### config.mk
export PLATFORM = sky130hd
export DESIGN_NAME = gfx_wbm_rr_arbiter
export DESIGN_NICKNAME = d
export VERILOG_FILES = /design/src/rtl/gfx_arb_pkg.sv /design/src/rtl/gfx_arb_picker.sv /design/src/rtl/gfx_wbm_rr_arbiter.sv
export SDC_FILE = /design/constraint.sdc
export NUM_CORES = 1
export LEC_CHECK = 0
export ABC_AREA = 0
export BUFFER_PORTS_ARGS = -buffer_cell sky130_fd_sc_hd__buf_2
export CAP_MARGIN = 20
export CELL_PAD_IN_SITES_DETAIL_PLACEMENT = 2
export CELL_PAD_IN_SITES_GLOBAL_PLACEMENT = 2
export CORE_MARGIN = 10
export CORE_UTILIZATION = 14
export CTS_CLUSTER_DIAMETER = 50
export DETAILED_ROUTE_END_ITERATION = 7
export GPL_TIMING_DRIVEN = 0
export PLACE_DENSITY_LB_ADDON = 0.1
export REMOVE_ABC_BUFFERS = 1
export SLEW_MARGIN = 20
export SYNTH_ARGS = -nofsm -noshare
export SYNTH_HDL_FRONTEND = slang
export SYNTH_SLANG_ARGS = --single-unit
### constraint.sdc
create_clock -name clk_i -period 3 [get_ports clk_i]
set_clock_uncertainty 0.1 [all_clocks]
set_input_delay 0 -clock clk_i [delete_from_list [all_inputs] [get_ports clk_i]]
set_output_delay 0 -clock clk_i [all_outputs]
set_load 0.02 [all_outputs]
### src/rtl/gfx_arb_pkg.sv
// Shared types and pick functions for the gfx Wishbone master arbiter.
package gfx_arb_pkg;

  localparam int MAX_MASTERS = 8;
  localparam int MAX_IDX_W   = 3;

  typedef logic [MAX_MASTERS-1:0] mvec_t;
  typedef logic [MAX_IDX_W-1:0]   midx_t;

  typedef enum logic {
    ST_IDLE  = 1'b0,
    ST_GRANT = 1'b1
  } arb_state_e;

  // Highest-index requester wins; later hits overwrite earlier ones.
  function automatic mvec_t fp_pick(input mvec_t req);
    mvec_t win;
    win = '0;
    for (int i = 0; i < MAX_MASTERS; i++) begin
      if (req[midx_t'(i)]) begin
        win = '0;
        win[midx_t'(i)] = 1'b1;
      end
    end
    return win;
  endfunction

  // First requester found searching ptr+1 .. ptr+n, wrapping modulo n.
  function automatic mvec_t rr_pick(input mvec_t req, input midx_t ptr, input int n);
    mvec_t win;
    midx_t idx;
    logic  found;
    win   = '0;
    found = 1'b0;
    for (int k = 1; k <= MAX_MASTERS; k++) begin
      if (k <= n) begin
        idx = midx_t'((int'(ptr) + k) % n);
        if (!found && req[idx]) begin
          win[idx] = 1'b1;
          found    = 1'b1;
        end
      end
    end
    return win;
  endfunction

  // One-hot to binary index; zero input maps to index 0.
  function automatic midx_t onehot_to_idx(input mvec_t oh);
    midx_t idx;
    idx = '0;
    for (int i = 0; i < MAX_MASTERS; i++) begin
      if (oh[midx_t'(i)]) idx = idx | midx_t'(i);
    end
    return idx;
  endfunction

endpackage

### src/rtl/gfx_arb_picker.sv
// Combinational winner select: fixed priority or round-robin from rr_ptr.
module gfx_arb_picker
  import gfx_arb_pkg::*;
#(
  parameter int N       = 4,
  parameter int RR_MODE = 0,
  parameter int IDX_W   = $clog2(N)
) (
  input  logic [N-1:0]     req,
  input  logic [IDX_W-1:0] rr_ptr,
  output logic [N-1:0]     win
);

  mvec_t req_ext;
  mvec_t pick;
  logic  unused_bits;

  // Widen to the package vector width, pick, then narrow back to N.
  always_comb begin
    req_ext        = '0;
    req_ext[N-1:0] = req;
    if (RR_MODE != 0) pick = rr_pick(req_ext, midx_t'(rr_ptr), N);
    else              pick = fp_pick(req_ext);
    win = pick[N-1:0];
  end

  // Upper pick bits are always zero; rr_ptr is ignored in fixed-priority mode.
  assign unused_bits = |{pick >> N, rr_ptr};

endmodule

### src/rtl/gfx_wbm_rr_arbiter.sv
// N-master to 1-slave Wishbone arbiter with locked grant and optional watchdog.
module gfx_wbm_rr_arbiter
  import gfx_arb_pkg::*;
#(
  parameter int NUM_MASTERS = 4,
  parameter int ADDR_W      = 30,
  parameter int DATA_W      = 32,
  parameter int SEL_W       = 4,
  parameter int RR_MODE     = 0,
  parameter int TIMEOUT     = 0
) (
  input  logic                          clk_i,
  input  logic                          rst_ni,
  input  logic [NUM_MASTERS-1:0]        m_req_i,
  input  logic [NUM_MASTERS-1:0]        m_we_i,
  input  logic [NUM_MASTERS*ADDR_W-1:0] m_addr_i,
  input  logic [NUM_MASTERS*SEL_W-1:0]  m_sel_i,
  input  logic [NUM_MASTERS*DATA_W-1:0] m_dat_i,
  output logic [DATA_W-1:0]             m_dat_o,
  output logic [NUM_MASTERS-1:0]        m_ack_o,
  output logic [NUM_MASTERS-1:0]        m_err_o,
  output logic [NUM_MASTERS-1:0]        grant_o,
  output logic                          busy_o,
  output logic                          read_request_o,
  output logic                          write_request_o,
  output logic [ADDR_W-1:0]             addr_o,
  output logic [SEL_W-1:0]              sel_o,
  output logic                          we_o,
  output logic [DATA_W-1:0]             dat_o,
  input  logic [DATA_W-1:0]             dat_i,
  input  logic                          ack_i
);

  localparam int IDX_W  = $clog2(NUM_MASTERS);
  localparam int WDOG_W = (TIMEOUT > 0) ? $clog2(TIMEOUT + 1) : 1;
  localparam logic [WDOG_W-1:0] WDOG_LAST = (TIMEOUT > 0) ? WDOG_W'(TIMEOUT - 1) : '0;

  arb_state_e             state;
  logic [NUM_MASTERS-1:0] grant;
  logic [NUM_MASTERS-1:0] win;
  logic [IDX_W-1:0]       rr_ptr;
  logic [IDX_W-1:0]       g_idx;
  logic [WDOG_W-1:0]      wdog;
  logic                   owner_req;
  logic                   timeout_hit;
  mvec_t                  grant_ext;

  gfx_arb_picker #(
    .N       (NUM_MASTERS),
    .RR_MODE (RR_MODE),
    .IDX_W   (IDX_W)
  ) u_picker (
    .req    (m_req_i),
    .rr_ptr (rr_ptr),
    .win    (win)
  );

  // Index of the current owner, used to move the round-robin pointer.
  always_comb begin
    grant_ext                  = '0;
    grant_ext[NUM_MASTERS-1:0] = grant;
    g_idx                      = IDX_W'(onehot_to_idx(grant_ext));
  end

  // Watchdog expiry only counts while the owner is still requesting.
  assign owner_req   = |(m_req_i & grant);
  assign timeout_hit = (TIMEOUT > 0) && (state == ST_GRANT) && (wdog == WDOG_LAST) && owner_req;

  // Grant FSM: release on ack, then withdrawal, then watchdog expiry.
  always_ff @(posedge clk_i or negedge rst_ni) begin
    if (!rst_ni) begin
      state  <= ST_IDLE;
      grant  <= '0;
      rr_ptr <= IDX_W'(NUM_MASTERS - 1);
      wdog   <= '0;
    end else begin
      case (state)
        ST_IDLE: begin
          if (|m_req_i) begin
            state <= ST_GRANT;
            grant <= win;
            wdog  <= '0;
          end
        end
        ST_GRANT: begin
          if (ack_i || timeout_hit) begin
            state <= ST_IDLE;
            grant <= '0;
            if (RR_MODE != 0) rr_ptr <= g_idx;
          end else if (!owner_req) begin
            state <= ST_IDLE;
            grant <= '0;
          end else if (wdog != '1) begin
            wdog <= wdog + 1'b1;
          end
        end
      endcase
    end
  end

  // Slave-side mux from the grant register and the owner's live inputs.
  always_comb begin
    addr_o = '0;
    sel_o  = '0;
    we_o   = 1'b0;
    dat_o  = '0;
    for (int k = 0; k < NUM_MASTERS; k++) begin
      if (grant[k]) begin
        addr_o = m_addr_i[k*ADDR_W +: ADDR_W];
        sel_o  = m_sel_i[k*SEL_W +: SEL_W];
        we_o   = m_we_i[k];
        dat_o  = m_dat_i[k*DATA_W +: DATA_W];
      end
    end
  end

  assign grant_o         = grant;
  assign read_request_o  = (|grant) & ~we_o;
  assign write_request_o = (|grant) & we_o;
  assign m_dat_o         = dat_i;
  assign m_ack_o         = grant & {NUM_MASTERS{ack_i}};
  assign m_err_o         = grant & {NUM_MASTERS{timeout_hit & ~ack_i}};
  assign busy_o          = (|m_req_i) | (state != ST_IDLE);

endmodule

==> results by group, run 1 <==
Clock tree
  – Sinks on Clock Net: 5
  – Bufs on Longest Clock Path: 2
  – Clock input transition at the sequential cells of the worst setup and hold paths: 0.03 ns
  – Number of levels the H-tree was split into: 1
  – Number of buffers inserted for hold repair after clock tree synthesis: 34
  – Clock network latency to the later pin of the worst-skew pair: 0.23 ns
  – Resize count post-CTS: 0
  – Cts bufs inserted: 3
  – Setup Fix Bufs, Post-CTS: 0
  – TritonCTS clock tree: yes
  – Root buffer cell: clkbuf_16

Route
  – Routed vias: 4,476
  – Via/cell ratio: 4.549
  – Detailed-route wire length per cell: 24.14 µm
  – Router iterations before antenna repair: 4
  – DRC marker count from the first detailed-route iteration: 170
  – Residual antenna-violating net count after detailed routing: 0
  – DR DRC count: 0
  – Post-detailed-routing wire length: 23.76 mm

Global route
  – GR Overflow Total: 0
  – Largest net degree at the start of global routing: 64
  – Number of antenna violations at the first check in global routing: 5
  – GRT met3 Usage: 5.477%
  – Total routing usage reported by global routing: 15.90%
  – Most crowded layer after global routing: met2
  – Number of global-route vias before repair: 5,003
  – Met1 usage: 17.49%
  – Met2 routing resource usage after global routing: 28.98%
  – Wire length of the first global-routing pass: 33.37 mm

Synthesis
  – Number of warnings issued by yosys: 0
  – Seq cells post-synth: 5
  – Mapped Avg Cell Area: 7.501 µm²
  – Combined area of all synthesized cells: 2940 µm²
  – Simple-gate share of the synthesized area: 25.45%
  – Distinct cells, synth: 28
  – Fraction of synthesized cell area in xor and xnor cells: 0%
  – Fraction of the yosys area taken by sequential cells: 4.255%
  – Synth Area in Compound Gates: 51.96%
  – Cells after Synth: 392
  – Arithmetic-cell share of the synthesized area counting full adders, half adders and majority gates: 0%
  – Largest family of logic cells by synthesized area: compound AO/OA/AOI/OAI gates
  – Multiplexer area fraction after synthesis: 0%

Floorplanning
  – Core ar.: 20,430 µm²
  – Die width: 164.9 µm
  – Ports: 421
  – Site Rows: 52
  – DIE AREA: 27,200 µm²
  – Die Height: 164.9 µm
  – Starting Density: 14.39%

Timing
  – Post-layout minimum cycle time: 2.515 ns
  – Slew Limit Fails: 0
  – Hold violation count in the final report: 0
  – Setup_tns: 0 ns
  – Total setup violations reported at the end of the flow: 0
  – Upper clock frequency limit: 397.6 MHz
  – Setup slack of the critical path after layout: 0.4851 ns
  – Final clock period utilization by the worst path: 83.83%
  – RSZ-0062 raised after global routing: no

Power and ir drop
  – Leakage power figure: 2.451 nW
  – Largest vdd supply drop: 0.0002657 V
  – Total power density per cell area: 528.6 nW/µm²
  – Total power after layout: 2.718 mW

Worst setup path
  – Crit path largest cell delay: 0.65 ns
  – Crit-path cells: and2b_4 -> buf_12 -> a221oi_1 -> o31ai_1 -> buf_2
  – Worst setup path class: reg -> out
  – Highest-delay cell along the critical path: dfrtp_4
  – Setup crit start: grant_o[1]
  – Data arrival time of the worst path: 2.41 ns
  – Worst-path fanout max: 32
  – WP data required: 2.90 ns
  – Buffers & Inverters on Critical Path: 2
  – Type of origin of the critical path: register
  – CP delay by family, top: flip-flops
  – Launching point of the worst reg2reg path: grant_o[3]
  – Critical Path Sink Type: output pin

Cells and area
  – Multi-input gate area in the final layout: 2291 µm²
  – Fraction of the core area covered by cells at the end of the flow: 25.17%
  – Post-layout nets: 1,018
  – Fin area: 5141 µm²
  – Filler Cells Inserted: 2,529
  – Register area: 136.4 µm²
  – Area Overhead vs Synth: 74.85%
  – Share of cells above drive strength 1: 60.00%

Place
  – # port buffers: 352
  – Weighted congestion reported at the end of routability-driven placement: 0.8152
  – Post-placement setup slack: 0.6591 ns
  – Half-perimeter wire length of the detailed placement result: 19.21 mm
  – Placed inst area: 4712 µm²

Flow run
  – Count of max-cap constraint violations: 0

Outcome
  – Status: finished clean

Hold path
  – Hold crit path type: in -> async
power breakdown:
part | total, mW | leakage (nW) | switching (mW) | internal, mW
sequential | 0.193 | 0.0604 | 0.104 | 0.0890
combinational | 2.30 | 2.35 | 1.40 | 0.901
clock | 0.220 | 0.0382 | 0.0441 | 0.176
total | 2.72 | 2.45 | 1.55 | 1.17
layout by cell type, fill, tap and decap left out, drive strengths merged:
cell | Yosys | final
a21boi | 1 | 1
a21o | 1 | 1
a21oi | 4 | 4
a221oi | 67 | 67
a22o | 1 | 1
a22oi | 2 | 2
a31oi | 1 | 1
and2 | 4 | 4
and2b | 1 | 1
buf | 66 | 359
clkbuf | 16 | 4
conb | 1 | 4
dfrtp | 5 | 5
diode | 0 | 4
dlygate4sd3 | 0 | 34
inv | 6 | 6
nand2 | 73 | 73
nor2 | 1 | 1
nor2b | 66 | 66
o21ai | 1 | 1
o21bai | 1 | 1
o22ai | 4 | 4
o31ai | 67 | 67
o32ai | 1 | 1
or3 | 2 | 2
registers in the layout, summed over array words and instances, names as in the netlist:
signal / cells
state: 1
grant_o: 4
final timing paths:
check                                   to  slack, ns  depth (start not counted)
min in group clk_i              grant_o[1]       0.04                          3
hold / removal                  grant_o[0]       0.04                          2
setup reg to reg                     state       1.38                          4
max in group asynchronous       grant_o[2]       2.61                          2
setup / recovery           write_request_o       0.49                          5
hold reg to reg                      state       0.53                          1
cells in the mapped netlist:
| library cell | count | area (µm²) |
|---|---|---|
| conb_1 | 1 | 3.750 |
| and2b_4 | 1 | 10.01 |
| buf_2 | 26 | 130.1 |
| o31ai_1 | 38 | 285.3 |
| buf_8 | 2 | 30.03 |
| buf_6 | 2 | 22.52 |
| o22ai_1 | 4 | 25.02 |
| nand2_1 | 73 | 274.0 |
| o21ai_0 | 1 | 5.000 |
| a22oi_1 | 2 | 15.01 |
| nor2b_1 | 66 | 412.9 |
| o32ai_1 | 1 | 8.760 |
| a221oi_2 | 29 | 435.4 |
| a22o_1 | 1 | 8.760 |
| and2_1 | 4 | 25.02 |
| clkbuf_1 | 16 | 60.06 |
| dfrtp_1 | 5 | 125.1 |
| a21boi_0 | 1 | 7.510 |
| inv_1 | 6 | 22.52 |
| nor2_1 | 1 | 3.750 |
| or3_4 | 2 | 22.52 |
| a221oi_1 | 38 | 332.8 |
| a21oi_1 | 4 | 20.02 |
| o21bai_1 | 1 | 7.510 |
| o31ai_2 | 29 | 362.9 |
| buf_4 | 36 | 270.3 |
| a31oi_1 | 1 | 6.260 |
| a21o_1 | 1 | 7.510 |
metal layers:
metal / share of wire (%) / vias to the layer above
li1: - / 2087
met1: 38 / 2146
met2: 51 / 223
met3: 10 / 20
met4: 1.3 / 0
met5: 0 / -
worst register-to-register path, stage by stage, from the launching register on:
cell and delay (ns):
dfrtp_4 0.59, buf_16 0.24, a22oi_1 0.23, a21o_1 0.23, a21boi_0 0.10
final cells by class:
type | instances | area share [%]
flip-flops and latches | 5 | 2.653
multi-input cells | 302 | 44.56
inverters | 6 | 0.4381
diodes | 4 | 0.1947
repair buffers | 393 | 44.05
well taps | 270 | 6.571
clock buffers | 4 | 1.533
logic make-up (layout without fill, tap and decap cells):
kind of cell / count (synthesis) / in the layout
compound gates: 151 / 151
simple gates: 147 / 147
buf+inv: 88 / 403
flops: 5 / 5
other cells: 1 / 8
metrics by stage:
| step | hold WS [ns] | cells |
|---|---|---|
| after floorplan | -0.3956 | 313 |
| after global placement | -0.2861 | 935 |
| after detailed placement | -0.2799 | 942 |
| after CTS | 0.04375 | 980 |
| after global routing | 0.05260 | 984 |
| final | 0.04012 | 984 |
Power figures use the tool's default switching activity.
==> run 2, diff against run 1 <==
CORE_UTILIZATION = 13   (was 14)
clock period = 2.4 ns   (was 3 ns; I/O delays follow)
==> run 2 against run 1 <==
Global-route usage is 0.46 points higher. Count of clock-buffer cells in the layout unchanged. Via count up 2.2%. First-iteration DRC count increased by 5.9%. Critical endpoint is now dat_o[10].
==> results by group, run 2 (synthesized netlist as in run 1, its figures left out) <==
Outcome
  – Status: finished clean

Power and ir drop
  – Total power density per cell area: 664.1 nW/µm² (+26%)
  – Leakage power figure: 2.464 nW (+0.55%)
  – Switching Fraction: 57.43% (+0.35 points)
  – Fraction of power consumed by the clock network: 8.0% (about the same)
  – Largest vdd supply drop: 0.0002757 V (+3.7%)
  – Design internal power: 1.462 mW (+25%)
  – Fraction of power consumed by sequential logic: 7.4% (+0.3 points)
  – Reported net switching power: 1.973 mW (+27%)
  – Portion of total power attributed to combinational logic: 84.7% (about the same)

Hold path
  – Hold crit path type: in -> async

Worst setup path
  – WP data required: 2.30 ns (-0.60 ns)
  – Critical Path Sink Type: output pin
  – Data arrival time of the worst path: 2.08 ns (-0.33 ns)
  – Type of origin of the critical path: register
  – Worst setup path class: reg -> out
  – Worst-path fanout max: 16 (-50%)

Clock tree
  – TritonCTS clock tree: yes
  – Sinks on Clock Net: 5 (unchanged)
  – Clock input transition at the sequential cells of the worst setup and hold paths: 0.03 ns (about the same)
  – Clock network latency to the later pin of the worst-skew pair: 0.23 ns (about the same)
  – Root buffer cell: clkbuf_16
  – Number of levels the H-tree was split into: 1 (unchanged)
  – Cts bufs inserted: 3 (unchanged)
  – Bufs on Longest Clock Path: 2 (unchanged)

Cells and area
  – Number of flip-flops in the largest register: 4 (unchanged)
  – Multi-input gate area in the final layout: 2300 µm² (+0.38%)
  – Most frequent standard cell in the layout excluding fill and tap cells: buf_2
  – Area Overhead vs Synth: 75.91%
  – Share of cells above drive strength 1: 60.11% (+0.11 points)
  – Leading cell types in the layout, fill and taps excluded: 352 x buf_2, 73 x nand2_1, 66 x nor2b_1
  – Filler Cells Inserted: 2,666 (+5.4%)
  – Post-layout nets: 1,020 (+0.20%)
  – Register area: 136.4 µm² (unchanged)
  – Count of placed standard cells in the final layout, fillers left out: 996 (+1.2%)

Route
  – DR DRC count: 0 (unchanged)
  – Post-detailed-routing wire length: 25.52 mm (+7.4%)
  – Routed vias: 4,574 (+2.2%)
  – Router iterations before antenna repair: 4 (unchanged)
  – Via/cell ratio: 4.592 (+0.96%)
  – DRC marker count from the first detailed-route iteration: 180 (+5.9%)
  – Residual antenna-violating net count after detailed routing: 0 (unchanged)
  – Detailed-route wire length per cell: 25.62 µm (+6.1%)

Timing
  – Total setup violations reported at the end of the flow: 0 (unchanged)
  – Upper clock frequency limit: 458.9 MHz
  – Post-layout minimum cycle time: 2.179 ns
  – Slew Limit Fails: 0 (unchanged)
  – Transition at the pin with the smallest max-transition slack: 0.5091 ns
  – RSZ-0062 raised after global routing: no
  – Final clock period utilization by the worst path: 90.80%
  – Fin Hold WS: 0.04152 ns (+0.001403 ns)
  – Hold violation count in the final report: 0 (unchanged)
  – Max-slew headroom at the worst pin: 66.06%

Flow run
  – Count of max-cap constraint violations: 0 (unchanged)

Place
  – Weighted congestion reported at the end of routability-driven placement: 0.7309 (-10%)
  – Placed Instances: 951 (+0.96%)
  – # port buffers: 352 (unchanged)
  – Half-perimeter wire length of the detailed placement result: 20.19 mm (+5.1%)

Global route
  – Total routing usage reported by global routing: 16.36% (+0.46 points)
  – Wire length of the first global-routing pass: 35.96 mm (+7.8%)
  – Number of global-route vias before repair: 5,102 (+2.0%)
  – Number of antenna violations at the first check in global routing: 9 (+4)
  – GR Overflow Total: 0 (unchanged)
  – Largest net degree at the start of global routing: 64 (unchanged)

Floorplanning
  – Site Rows: 54 (+3.8%)
  – Ports: 421 (unchanged)
  – Die Height: 170.4 µm (+3.3%)
  – Starting Density: 13.35% (-1.0 points)
  – Die width: 170.4 µm (+3.3%)
  – DIE AREA: 29,030 µm² (+6.7%)
  – Core ar.: 22,030 µm² (+7.8%)
==> run 2: cell type report <==
type                            instances  share of cell area, %
Multi-Input combinational cell        303                  44.46
Timing Repair Buffer                  394                  43.98
Tap cell                              280                  6.773
Sequential cell                         5                  2.637
Clock buffer                            4                  1.524
Inverter                                6                 0.4354
Antenna cell                            4                 0.1935
==> run 2: metal layers <==
layer / up-vias / global-route usage, % / wire, µm
met1: 2259 / 18.88 / 10050
li1: 2095 / - / -
met2: 206 / 29.75 / 13050
met3: 14 / 5.137 / 2202
met4: 0 / 1.602 / 217
met5: - / 0 / 0
==> run 2: what timing repair did <==
item,CTS,global route
cloned,1,0
setup endpoints to repair,43,1
hold buffers,34,0
buffers inserted,1,1
gates resized for setup,1,0
endpoints found under the hold margin,38,0
==> run 2: per-stage QoR <==
step / setup TNS (ns) / instance area, µm² / util [%] / setup slack (ns) / total power, mW
final: 0 / 5172 / 23.48 / 0.2208 / 3.435
after detailed placement: -0.2790 / 4712 / 21.39 / -0.07197 / 3.108
after global routing: 0 / 5167 / 23.46 / 0.08663 / 3.706
after CTS: 0 / 5147 / 23.37 / 0.1210 / 3.500
after floorplan: -85.46 / 2439 / - / -1.374 / 1.971
after global placement: -192.78 / 4551 / 20.66 / -2.850 / 2.966
==> run 2: final timing paths <==
check / from / end / slack, ns / depth (start not counted)
max: grant_o[1] / dat_o[10] / 0.22 / 5
min: rst_ni / grant_o[0] / 0.04 / 2
max reg2reg: grant_o[1] / state / 0.77 / 4
min reg2reg: state / grant_o[2] / 0.57 / 1
max in group asynchronous: rst_ni / grant_o[3] / 2.00 / 2
min in group clk_i: m_req_i[1] / grant_o[0] / 0.04 / 3
==> run 2: worst max-delay path: stages, from the launching register on <==
cell	delay, ns
dfrtp_4	0.60
and2b_4	0.33
buf_4	0.26
a221oi_1	0.12
o31ai_1	0.30
buf_2	0.22
==> run 2: power groups by stage <==
stage / combinational, mW / sequential [mW] / clock, mW
2_1_floorplan: 1.55 / 0.424 / 0
3_3_place_gp: 2.40 / 0.562 / 0
3_5_place_dp: 2.84 / 0.266 / 0
4_1_cts: 2.96 / 0.264 / 0.278
5_1_grt: 3.16 / 0.266 / 0.284
6_report: 2.91 / 0.253 / 0.274
==> run 3, diff against run 2 <==
RECOVER_POWER = 25   (was not set)
==> run 3 against run 2 <==
Count of clock-buffer cells in the layout stayed put. Clock power about the same. Die area unchanged. Final area hardly changed. Maximum frequency about the same. First-iteration DRC count is the same. Sequential power is essentially flat. Global-route usage unchanged. Hold slack is the same. Combinational power about the same. Largest cell class unchanged.
==> results by group, run 3 (synthesized netlist as in run 1, its figures left out) <==
Outcome
  – Status: finished clean

Clock tree
  – Cts bufs inserted: 3 (unchanged)
  – TritonCTS clock tree: yes
  – Bufs on Longest Clock Path: 2 (unchanged)
  – Sinks on Clock Net: 5 (unchanged)
  – Clock network latency to the later pin of the worst-skew pair: 0.23 ns (about the same)
  – Root buffer cell: clkbuf_16
  – Clock input transition at the sequential cells of the worst setup and hold paths: 0.03 ns (about the same)
  – Number of levels the H-tree was split into: 1 (unchanged)

Route
  – Router iterations before antenna repair: 4 (unchanged)
  – Detailed-route wire length per cell: 25.63 µm (about the same)
  – Residual antenna-violating net count after detailed routing: 0 (unchanged)
  – DRC marker count from the first detailed-route iteration: 180 (unchanged)
  – Via/cell ratio: 4.592 (unchanged)
  – Post-detailed-routing wire length: 25.53 mm (about the same)
  – DR DRC count: 0 (unchanged)
  – Routed vias: 4,574 (unchanged)

Power and ir drop
  – Largest vdd supply drop: 0.0002757 V (about the same)
  – Total power density per cell area: 664.3 nW/µm² (about the same)
  – Leakage power figure: 2.462 nW (-0.11%)
  – Total power after layout: 3.435 mW (about the same)

Global route
  – Wire length of the first global-routing pass: 35.96 mm (unchanged)
  – GR Overflow Total: 0 (unchanged)
  – Number of antenna violations at the first check in global routing: 9 (unchanged)
  – Total routing usage reported by global routing: 16.36% (unchanged)
  – Largest net degree at the start of global routing: 64 (unchanged)
  – Number of global-route vias before repair: 5,102 (unchanged)

Place
  – Weighted congestion reported at the end of routability-driven placement: 0.7309 (unchanged)
  – Placed Instances: 951 (unchanged)
  – # port buffers: 352 (unchanged)
  – Half-perimeter wire length of the detailed placement result: 20.19 mm (unchanged)

Cells and area
  – Share of cells above drive strength 1: 59.97% (-0.14 points)
  – Number of flip-flops in the largest register: 4 (unchanged)
  – Most frequent standard cell in the layout excluding fill and tap cells: buf_2
  – Register area: 136.4 µm² (unchanged)
  – Area Overhead vs Synth: 75.87% (about the same)
  – Post-layout nets: 1,020 (unchanged)
  – Multi-input gate area in the final layout: 2300 µm² (unchanged)
  – Leading cell types in the layout, fill and taps excluded: 351 x buf_2, 73 x nand2_1, 66 x nor2b_1
  – Count of placed standard cells in the final layout, fillers left out: 996 (unchanged)
  – Filler Cells Inserted: 2,666 (unchanged)

Floorplanning
  – Die Height: 170.4 µm (unchanged)
  – Ports: 421 (unchanged)
  – Die width: 170.4 µm (unchanged)
  – Core ar.: 22,030 µm² (unchanged)
  – Site Rows: 54 (unchanged)
  – Starting Density: 13.35% (unchanged)
  – DIE AREA: 29,030 µm² (unchanged)

Timing
  – RSZ-0062 raised after global routing: no
  – Slew Limit Fails: 0 (unchanged)
  – Hold violation count in the final report: 0 (unchanged)
  – Total setup violations reported at the end of the flow: 0 (unchanged)
  – Upper clock frequency limit: 458.9 MHz (about the same)
  – Setup_tns: 0 ns (unchanged)
  – Transition at the pin with the smallest max-transition slack: 0.5091 ns (unchanged)
  – Max-slew headroom at the worst pin: 66.06% (unchanged)
  – Post-layout minimum cycle time: 2.179 ns (+0.00002500 ns)
  – Final clock period utilization by the worst path: 90.80% (about the same)

Worst setup path
  – WP data required: 2.30 ns (about the same)
  – Crit-path cells: and2b_4 -> buf_4 -> a221oi_1 -> o31ai_1 -> buf_2
  – Data arrival time of the worst path: 2.08 ns (about the same)
  – Type of origin of the critical path: register
  – Critical Path Sink Type: output pin
  – Highest-delay cell along the critical path: dfrtp_4
  – Launching point of the worst reg2reg path: grant_o[1]
  – Setup crit start: grant_o[1]
  – Worst setup path class: reg -> out
  – Worst-path fanout max: 16 (unchanged)
  – Crit path largest cell delay: 0.60 ns (about the same)

Flow run
  – Count of max-cap constraint violations: 0 (unchanged)

Hold path
  – Start point of the worst min-delay path: m_req_i[1]
  – Hold crit path type: in -> reg
run 3: per-stage QoR:
| step | hold slack (ns) | worst slack, ns | area, µm² | util [%] |
|---|---|---|---|---|
| floorplan | -0.3956 | -1.374 | 2439 | - |
| global placement | -0.2769 | -2.850 | 4551 | 20.66 |
| detailed placement | -0.2720 | -0.07197 | 4712 | 21.39 |
| CTS | 0.04203 | 0.1210 | 5147 | 23.37 |
| global route | 0.1025 | 0.08663 | 5166 | 23.45 |
| finish | 0.04152 | 0.2208 | 5171 | 23.48 |
run 3: worst max-delay path: cells and delay by family (launching register included):
kind                   cells  cell delay, ns
DFF                        1            0.60
buffers and inverters      2            0.48
and+or+nand+nor            1            0.33
AOI/OAI and AO/OA          2            0.42
run 3: report_power, final:
group,switching (mW),total (mW),leakage (nW),internal [mW]
Combinational,1.78,2.91,2.36,1.13
Clock,0.0539,0.274,0.0382,0.220
Sequential,0.142,0.253,0.0604,0.111
run 3: cell type report:
type | instances | share of cell area, %
multi-input combinational | 303 | 44.47
sequential | 5 | 2.637
antenna | 4 | 0.1936
tap | 280 | 6.775
timing repair buffer | 394 | 43.96
clock buffer | 4 | 1.524
inverter | 6 | 0.4355
run 3: what timing repair did:
item	4_1_cts	5_1_grt
hold buffers	34	0
endpoints found under the hold margin	38	0
buffers inserted	1	1
resized for setup	1	0
cloned	1	0
setup endpoints to repair	43	1
run 3: path summary, 6_finish.rpt:
kind / end / slack [ns] / depth (start not counted)
worst max register to register: state / 0.77 / 4
worst min register to register: grant_o[2] / 0.57 / 1
worst max-delay path: dat_o[10] / 0.22 / 5
max in group asynchronous: grant_o[3] / 1.83 / 2
min in group asynchronous: grant_o[0] / 0.10 / 2
worst min-delay path: grant_o[0] / 0.04 / 3
run 3: metal layers:
metal  up-vias  part of all wire, %  wire, µm  GRT usage, %
li1       2095                    -         -             -
met1      2259                   39     10050         18.88
met2       206                   51     13050         29.75
met3        14                  8.6      2205         5.137
met4         0                 0.85       217         1.602
met5         -                    0         0             0
